`src/rtl/mem_pkg.sv`:
```
// rtl/mem_pkg.sv - shared encodings and helpers for the data-memory master
package mem_pkg;

    localparam int LANE_W = 8;

    typedef enum logic [1:0] {
        SZ_B = 2'b00,
        SZ_H = 2'b01,
        SZ_W = 2'b10,
        SZ_D = 2'b11
    } size_e;

    typedef enum logic [1:0] {
        IDLE = 2'b00,
        RD   = 2'b01,
        WR   = 2'b10,
        RESP = 2'b11
    } state_e;

    // Natural alignment: the low log2(bytes) address bits must be clear.
    function automatic logic misaligned(input logic [1:0] size, input logic [2:0] offset);
        logic r;
        case (size)
            SZ_H:    r = offset[0];
            SZ_W:    r = |offset[1:0];
            SZ_D:    r = |offset[2:0];
            default: r = 1'b0;
        endcase
        return r;
    endfunction

endpackage

```
`src/rtl/mem_lane_align.sv`:
```
// rtl/mem_lane_align.sv - byte-lane extract/extend for loads and merge for stores
module mem_lane_align
    import mem_pkg::*;
#(
    parameter int N = 64
) (
    input  logic [N-1:0] i_word,
    input  logic [N-1:0] i_wdata,
    input  logic [2:0]   i_offset,
    input  logic [1:0]   i_size,
    input  logic         i_signed,
    output logic [N-1:0] o_rdata,
    output logic [N-1:0] o_merged
);

    function automatic logic [N-1:0] extract(input logic [N-1:0] word, input logic [2:0] off,
                                             input logic [1:0] size, input logic sgn);
        logic [N-1:0] sh;
        logic [N-1:0] r;
        sh = word >> (int'(off) * LANE_W);
        case (size)
            SZ_B:    r = {{(N-8){sgn & sh[7]}}, sh[7:0]};
            SZ_H:    r = {{(N-16){sgn & sh[15]}}, sh[15:0]};
            SZ_W:    r = {{(N-32){sgn & sh[31]}}, sh[31:0]};
            default: r = sh;
        endcase
        return r;
    endfunction

    function automatic logic [N-1:0] merge(input logic [N-1:0] word, input logic [N-1:0] wdata,
                                           input logic [2:0] off, input logic [1:0] size);
        logic [N-1:0] mask;
        case (size)
            SZ_B:    mask = {{(N-8){1'b0}}, {8{1'b1}}};
            SZ_H:    mask = {{(N-16){1'b0}}, {16{1'b1}}};
            SZ_W:    mask = {{(N-32){1'b0}}, {32{1'b1}}};
            default: mask = {N{1'b1}};
        endcase
        mask = mask << (int'(off) * LANE_W);
        return (word & ~mask) | ((wdata << (int'(off) * LANE_W)) & mask);
    endfunction

    assign o_rdata  = extract(i_word, i_offset, i_size, i_signed);
    assign o_merged = merge(i_word, i_wdata, i_offset, i_size);

endmodule

```
`src/rtl/mem_master.sv`:
```
// rtl/mem_master.sv - load/store initiator with read-modify-write for sub-doubleword stores
module mem_master
    import mem_pkg::*;
#(
    parameter int n        = 64,
    parameter int log2Size = 10
) (
    input  logic         clk,
    input  logic         rst_n,
    input  logic         reqValid,
    output logic         reqReady,
    input  logic         reqWr,
    input  logic [1:0]   reqSize,
    input  logic         reqSigned,
    input  logic [n-1:0] reqAddr,
    input  logic [n-1:0] reqWData,
    output logic         respValid,
    output logic         respErr,
    output logic [n-1:0] respRData,
    output logic [n-1:0] memAddress,
    output logic [n-1:0] memDataIn,
    output logic         memRead,
    output logic         memWr,
    input  logic [n-1:0] memDataOut
);

    state_e         r_state;
    logic           r_wr;
    logic [1:0]     r_size;
    logic           r_signed;
    logic [2:0]     r_offset;
    logic [n-1:0]   r_wdata;
    logic           r_req_ready;
    logic           r_resp_valid;
    logic           r_resp_err;
    logic [n-1:0]   r_resp_rdata;
    logic [n-1:0]   r_mem_addr;
    logic [n-1:0]   r_mem_data_in;
    logic           r_mem_read;
    logic           r_mem_wr;

    logic [log2Size-1:0] w_index;
    logic                w_oor;
    logic                w_err;
    logic [n-1:0]        w_rdata;
    logic [n-1:0]        w_merged;

    assign w_index = reqAddr[log2Size+2:3];
    assign w_oor   = |reqAddr[n-1:log2Size+3];
    assign w_err   = w_oor | misaligned(reqSize, reqAddr[2:0]);

    // Fed straight from memDataOut: the RD-cycle read is folded into the next registered output.
    mem_lane_align #(.N(n)) u_align (
        .i_word   (memDataOut),
        .i_wdata  (r_wdata),
        .i_offset (r_offset),
        .i_size   (r_size),
        .i_signed (r_signed),
        .o_rdata  (w_rdata),
        .o_merged (w_merged)
    );

    always_ff @(posedge clk or negedge rst_n) begin
        if (!rst_n) begin
            r_state       <= IDLE;
            r_wr          <= 1'b0;
            r_size        <= SZ_B;
            r_signed      <= 1'b0;
            r_offset      <= '0;
            r_wdata       <= '0;
            r_req_ready   <= 1'b1;
            r_resp_valid  <= 1'b0;
            r_resp_err    <= 1'b0;
            r_resp_rdata  <= '0;
            r_mem_addr    <= '0;
            r_mem_data_in <= '0;
            r_mem_read    <= 1'b0;
            r_mem_wr      <= 1'b0;
        end else begin
            case (r_state)
                IDLE: begin
                    if (reqValid && r_req_ready) begin
                        r_wr        <= reqWr;
                        r_size      <= reqSize;
                        r_signed    <= reqSigned;
                        r_offset    <= reqAddr[2:0];
                        r_wdata     <= reqWData;
                        r_req_ready <= 1'b0;
                        if (w_err) begin
                            r_state      <= RESP;
                            r_resp_valid <= 1'b1;
                            r_resp_err   <= 1'b1;
                            r_resp_rdata <= '0;
                        end else if (reqWr && reqSize == SZ_D) begin
                            r_state       <= WR;
                            r_mem_wr      <= 1'b1;
                            r_mem_addr    <= {{(n-log2Size){1'b0}}, w_index};
                            r_mem_data_in <= reqWData;
                        end else begin
                            r_state    <= RD;
                            r_mem_read <= 1'b1;
                            r_mem_addr <= {{(n-log2Size){1'b0}}, w_index};
                        end
                    end
                end
                RD: begin
                    r_mem_read <= 1'b0;
                    if (r_wr) begin
                        r_state       <= WR;
                        r_mem_wr      <= 1'b1;
                        r_mem_data_in <= w_merged;
                    end else begin
                        r_state      <= RESP;
                        r_mem_addr   <= '0;
                        r_resp_valid <= 1'b1;
                        r_resp_rdata <= w_rdata;
                    end
                end
                WR: begin
                    r_state       <= RESP;
                    r_mem_wr      <= 1'b0;
                    r_mem_addr    <= '0;
                    r_mem_data_in <= '0;
                    r_resp_valid  <= 1'b1;
                    r_resp_rdata  <= '0;
                end
                default: begin
                    r_state      <= IDLE;
                    r_resp_valid <= 1'b0;
                    r_resp_err   <= 1'b0;
                    r_resp_rdata <= '0;
                    r_req_ready  <= 1'b1;
                end
            endcase
        end
    end

    assign reqReady   = r_req_ready;
    assign respValid  = r_resp_valid;
    assign respErr    = r_resp_err;
    assign respRData  = r_resp_rdata;
    assign memAddress = r_mem_addr;
    assign memDataIn  = r_mem_data_in;
    assign memRead    = r_mem_read;
    assign memWr      = r_mem_wr;

endmodule

```
`config.mk`:
```
export PLATFORM = sky130hd
export DESIGN_NAME = mem_master
export DESIGN_NICKNAME = d
export VERILOG_FILES = /design/src/rtl/mem_pkg.sv /design/src/rtl/mem_lane_align.sv /design/src/rtl/mem_master.sv
export SDC_FILE = /design/constraint.sdc
export NUM_CORES = 1
export LEC_CHECK = 0
export CELL_PAD_IN_SITES_DETAIL_PLACEMENT = 1
export CELL_PAD_IN_SITES_GLOBAL_PLACEMENT = 1
export CORE_MARGIN = 4
export CORE_UTILIZATION = 25
export CTS_CLUSTER_DIAMETER = 200
export DETAILED_ROUTE_END_ITERATION = 8
export DONT_BUFFER_PORTS = 1
export GPL_TIMING_DRIVEN = 0
export HOLD_SLACK_MARGIN = 0.02
export PLACE_DENSITY_LB_ADDON = 0.1
export SLEW_MARGIN = 20
export SYNTH_ARGS = -nofsm -noshare
export SYNTH_HDL_FRONTEND = slang
export SYNTH_SLANG_ARGS = --single-unit
```
`constraint.sdc`:
```
create_clock -name clk -period 3.1 [get_ports clk]
set_input_delay 0.31 -clock clk [delete_from_list [all_inputs] [get_ports clk]]
set_output_delay 0.31 -clock clk [all_outputs]
set_load 0.02 [all_outputs]
```
Word-level counts from Yosys, hierarchy flattened
Cells that the tools add are included.

Muxes and demuxes: 37. Bitwise operators: 9. Reductions and logical operators: 17. Equal/unequal tests: 14. Shift operators: 3.

Operator list (number): one-hot mux 64 bit (3 select lines) (4); two-way mux 64 bit (10); bitwise AND 64 bit (2); one-hot mux 64 bit (2 select lines) (1); left shift 64 x 6 -> 64 bit (2); inverter 64 bit (1); OR 64 bit (1); >> shifter 64 x 6 -> 64 bit (1); OR reduction 51 bit (1); inequality test 2 bit, second input constant (7); two-way mux 1 bit (12); one-hot mux 1 bit (3 select lines) (3); == test 2 bit, second input constant (4); AND reduction 4 bit (2); == test 2 x 1 -> 1 bit, second input constant (3); two-way mux 2 bit (3); one-hot mux 1 bit (2 select lines) (3); one-hot mux 2 bit (3 select lines) (1); AND reduction 3 bit (2); AND reduction 5 bit (1); logical NOT 2 bit (2); AND reduction 2 bit (2); OR reduction 2 bit (2); bitwise AND 1 bit (3); other kinds (6) (7).

Flip-flop bits (word level): 270. Word-level logic and storage cells: 94. Output and inout bits: 197. Input bits: 199.

Logic depth before layout (Yosys ltp)
Word-level depth: 8. Depth in mapped cells: 10. Depth with buffers taken out: 7.

Cells and area by module
From an unflattened synthesis, not the netlist that was laid out.

Cell total of the unflattened synthesis: 1666. Area total of the unflattened synthesis: 13925.9 µm².

Modules (own cells, without submodules): mem_master (instances 1, sequential area each 5406.4 µm², cells an instance 997, area an instance 9688.0 µm²); mem_lane_align (instances 1, sequential area each 0.0 µm², cells an instance 669, area an instance 4237.8 µm²).

Worst setup path before layout
OpenSTA, ideal clock, no wires.

Kind: flip-flop to flip-flop. Start: register r_state[0]. End: register r_resp_rdata[17] (netlist: respRData[17]). Clock period less this slack: 2445 ps. Path buffers: 3. Cell stages (with the launch flop): 10. Data required time: 2975 ps. Arrival time: 2320 ps. Setup time: 125 ps. Setup slack: 655 ps. Cell sequence: dfrtp_1 -> inv_1 -> ha_1 -> buf_2 -> inv_1 -> a21oi_1 -> a311o_1 -> clkbuf_1 -> clkbuf_1 -> mux2_2.

Word-level cells in the longest chain between the ends: 3. Elaborated cells on any way between the ends: 7. Classes of those cells: eq/ne (4); mux (1); reduce/logical (2).

RTL lines: start, declared (line mem_master.sv:27) `state_e r_state;`; start signal, assigned (line mem_master.sv:65) `r_state <= IDLE;`; start signal, assigned (line mem_master.sv:90) `r_state <= RESP;`; start signal, assigned (line mem_master.sv:95) `r_state <= WR;`; == test 2 x 1 -> 1 bit or logical NOT 2 bit (tied branches) (line mem_master.sv:80) `case (r_state)`; inequality test 2 bit (no line); AND reduction 3 bit (no line); end signal, assigned (line mem_master.sv:116) `r_resp_rdata <= w_rdata;`; end, declared (line mem_master.sv:36) `logic [n-1:0] r_resp_rdata;`.

Several ways; a longest one is shown, not always the timed one. A chain may end at the register's enable or synchronous reset.

Worst setup path in the final report
Start: register r_offset[1]. End: register r_mem_data_in[20] (netlist: memDataIn[20]).

Word-level cells in the longest chain between the ends: 6. Elaborated cells on any way between the ends: 8. Classes of those cells: shift (2); mux (2); bitwise (4).

RTL lines: start, declared (line mem_master.sv:31) `logic [2:0] r_offset;`; start signal, assigned (line mem_master.sv:86) `r_offset <= reqAddr[2:0];`; left shift 64 x 6 -> 64 bit (line mem_lane_align.sv:39) `mask = mask << (int'(off) * LANE_W);`; inverter 64 bit (line mem_lane_align.sv:40) `return (word & ~mask) | ((wdata << (int'(off) * LANE_W)) & mask);`; bitwise AND 64 bit (line mem_lane_align.sv:40); OR 64 bit (*) (line mem_lane_align.sv:40); two-way mux 64 bit (*) (line mem_master.sv:108) `if (r_wr) begin`; one-hot mux 64 bit (3 select lines) (*) (line mem_master.sv:80); end signal, assigned (line mem_master.sv:98) `r_mem_data_in <= reqWData;`; end signal, assigned (line mem_master.sv:111) `r_mem_data_in <= w_merged;`; end, declared (line mem_master.sv:38) `logic [n-1:0] r_mem_data_in;`.

Mark *: on every way between the ends. The rest lies on a longest branch, timed or not. The select of a mux whose other input is x is not followed.

==> summary.txt <==
====================================================================================
Share of synthesized area spent on multiplexers                                0.217
Number of sinks handled by clock tree synthesis                                  216
Count of cell types in the netlist                                                59
Arrival time at the worst endpoint                                           3.57 ns
Largest family of logic cells by synthesized area                       multiplexers
Vias                                                                          12,100
Maximum fanout encountered on the critical timing path                            10
Total of warnings raised by yosys                                                  0
Maximum number of pins on one net before global-route repair                     217
Synthesized-area fraction occupied by xor and xnor cells                           0
GR Util All Layers                                                             0.242
DRC violations left                                                                0
Number of buffers between clock root and the deepest sink                          3
Class of the tightest hold or removal check                                 in2async
Worst Setup Slack, final                                                  -0.0235 ns
CP required                                                                  3.54 ns
IO Port Bufs                                                                       0
Worst-case hold slack                                                      -0.565 ns
Number of nets still failing antenna checks after routing                          0
Most frequent cells in the layout                                       215 x sky130_fd_sc_hd__dfrtp_1, 165 x sky130_fd_sc_hd__o21ai_0, 153 x sky130_fd_sc_hd__nand2_1
Setup Slack @ Placement                                                    -0.426 ns
Total of fill cells in the finished design                                     6,142
Startpoint class of the critical path                                       register
Ratio of cells with drive above 1 in the final layout                          0.184
Area fraction in compound gates after synthesis                                0.198
Wire length of the first global-routing pass                              101,000 um
Violated checks                                                         negative hold slack, negative setup slack
Design Area, Final                                                       0.0165 mm^2
DP Area                                                                  0.0146 mm^2
Io pins                                                                          396
Pins Over Slew Limit                                                               0
CTS root buffer                                                         sky130_fd_sc_hd__clkbuf_16
P per Cell Area                                                         1310 mW/mm^2
Via count of the first global-routing pass                                    12,800
Die Height                                                                    241 um
Mean cell area of the mapped netlist                                       9.54 um^2
Share of flip-flops with an asynchronous set or reset after synthesis           1.00
Post-synthesis instance area                                             0.0135 mm^2
Remaining global-route overflow                                                    0
Maxcap violations                                                                  0
Post-detailed-route wirelength per cell                                      31.6 um
RePlAce Congestion                                                             0.943
Final design utilization                                                       0.308
Layout overhead on the synthesized area                                        22.0%
Worst slew pin tran                                                         0.954 ns
Initial standard-cell utilization of the core                                  0.252
Die boundary width                                                            241 um
Setup repair after global routing missed its margin                             true
Clock tree from TritonCTS                                                       done
Most common cell after layout, fill and taps aside                      sky130_fd_sc_hd__dfrtp_1
Detailed Route Iter0 Violations                                                  952
Slew headroom                                                                  0.362
Post-Synth Simple-Gate Area                                                   0.0945
Source-to-sink clock delay at the later pin of the worst-skew pair           0.57 ns
Register bit total from synthesis                                                216
Final Cycle Share                                                               1.01
Cell count after synthesis                                                     1,420
Adder and majority gate portion of the synthesized area                      0.00462
Number of buffers added for setup after CTS                                        0
Highest achievable clock rate                                                320 MHz
EDFF count, synth                                                                  0
Final number of setup-violating endpoints                                          2
Final routed wirelength across all metal layers                            72,800 um
Clock skew                                                                 0.0198 ns
Antenna violations before repair                                                   3
Total number of H-tree levels                                                      1
Clock transition at path regs                                                0.06 ns
Primary FF master, synth                                                sky130_fd_sc_hd__dfrtp_1
Final min period                                                             3.12 ns
Share of synthesized area occupied by flip-flops and latches                   0.399
Worst-case vdd ir drop                                                    0.000430 V
Critical path class                                                          reg2reg
Post-detailed-route via-to-cell ratio                                           5.26
Detailed-routing iteration count for the pre-antenna-repair pass                   5
Hold Fails Final Rpt                                                             216
Run status                                                              finished, violations left
Setup crit end kind                                                         register
Fin nets                                                                       1,788
Post-CTS Hold Fix Bufs                                                            85
Standard-cell rows                                                                85
Number of clock buffers inserted by TritonCTS                                     27
Die area                                                                 0.0580 mm^2
Leakage power                                                                7.36 nW
Floorplan core area                                                      0.0537 mm^2
Dpl hpwl                                                                   58,200 um
====================================================================================
-- worst max-delay path: stages, from the launching register on --
cell,delay (ns)
sky130_fd_sc_hd__dfrtp_1,0.33
sky130_fd_sc_hd__buf_2,0.20
sky130_fd_sc_hd__buf_2,0.37
sky130_fd_sc_hd__clkbuf_4,0.36
sky130_fd_sc_hd__buf_4,0.29
sky130_fd_sc_hd__a2bb2oi_1,0.52
sky130_fd_sc_hd__nor2_1,0.11
sky130_fd_sc_hd__a21oi_1,0.35
sky130_fd_sc_hd__o22ai_1,0.15
sky130_fd_sc_hd__mux2_4,0.29
-- state kept, by name (all words and copies together) (netlist names) --
| register | cells |
|---|---|
| reqReady | 1 |
| memDataIn | 64 |
| respRData | 64 |
| r_state | 2 |
| r_wr | 1 |
| respValid | 1 |
| r_signed | 1 |
| r_size | 2 |
| r_offset | 3 |
| r_wdata | 64 |
| respErr | 1 |
| memRead | 1 |
| memWr | 1 |
| memAddress | 10 |
-- logic make-up after synthesis --
logic type      after synthesis
fa+ha+maj                     5
compound gates              446
simple gates                285
flops                       216
other cells                   1
mux                         230
buf+inv                     237
-- what timing repair did --
| item | 4_1_cts | 5_1_grt |
|---|---|---|
| hold endpoints to repair | 301 | 216 |
| setup endpoints to repair | 75 | 36 |
| gates resized for setup | 28 | 25 |
| pin swaps | 1 | 1 |
-- worst paths after layout --
check	endpoint	from	slack, ns	depth (start not counted)
hold reg to reg	r_wdata[57]	r_wdata[57]	0.51	2
hold / removal	respRData[2]	rst_n	-0.56	0
max in group asynchronous	memDataIn[46]	rst_n	3.28	0
setup reg to reg	memDataIn[20]	r_offset[1]	-0.02	9
min in group clk	memAddress[5]	reqAddr[8]	0.05	2
setup / recovery	memDataIn[20]	r_offset[1]	-0.02	9
-- power breakdown --
| group | internal [mW] | switching [mW] | leakage (nW) |
|---|---|---|---|
| logic | 4.68 | 7.27 | 4.12 |
| clock network | 1.94 | 1.33 | 0.446 |
| registers | 4.07 | 2.41 | 2.79 |
| total | 10.7 | 11.0 | 7.36 |
-- metal layers --
| layer | up-vias | track usage | part of all wire | wire length, um |
|---|---|---|---|---|
| li1 | 5371 | - | - | - |
| met1 | 6286 | 0.319 | 0.43 | 31400 |
| met2 | 369 | 0.416 | 0.49 | 35500 |
| met3 | 78 | 0.0413 | 0.054 | 3910 |
| met4 | 0 | 0.0621 | 0.028 | 2010 |
| met5 | - | 0 | 0 | 0 |
-- cell usage after synthesis, drive strengths merged, types with 8 or more instances --
cell     count  area share
nor3         8      0.0037
mux2        90       0.088
nor2        54       0.015
a211oi      28       0.016
a31oi        9      0.0042
a22o        17       0.011
mux2i      113       0.084
nor4        22       0.011
a21oi       84       0.032
a2bb2oi     11      0.0071
clkbuf      67       0.019
nor2b       25       0.012
dfrtp      215        0.40
buf         94       0.047
a21boi      11      0.0061
nand2      154       0.043
mux4        27       0.045
inv         75       0.021
o21ai      166       0.061
o22ai       93       0.043
-- stage by stage --
stage               hold WS, ns  TNS [ns]  total power, mW  instances
floorplan                0.0144         0             13.6       1473
global route             -0.584   -0.0405             22.8       2301
global placement         0.0317     -8.04             18.0       2169
CTS                      -0.573         0             21.7       2302
detailed placement       0.0290     -7.76             18.1       2169
finish                   -0.565   -0.0378             21.7       2303
-- cell type report --
| cell class | count | area [um^2] | area share |
|---|---|---|---|
| buffer | 158 | 931 | 0.0563 |
| clock buffer | 36 | 749 | 0.0454 |
| timing repair buffer | 85 | 851 | 0.0515 |
| antenna | 2 | 5.00 | 0.000303 |
| inverter | 76 | 285 | 0.0173 |
| tap | 696 | 871 | 0.0527 |
| clock inverter | 14 | 154 | 0.00932 |
| sequential | 216 | 5410 | 0.327 |
| multi-input combinational | 1020 | 7270 | 0.440 |
(Power assumes the default switching activity.)
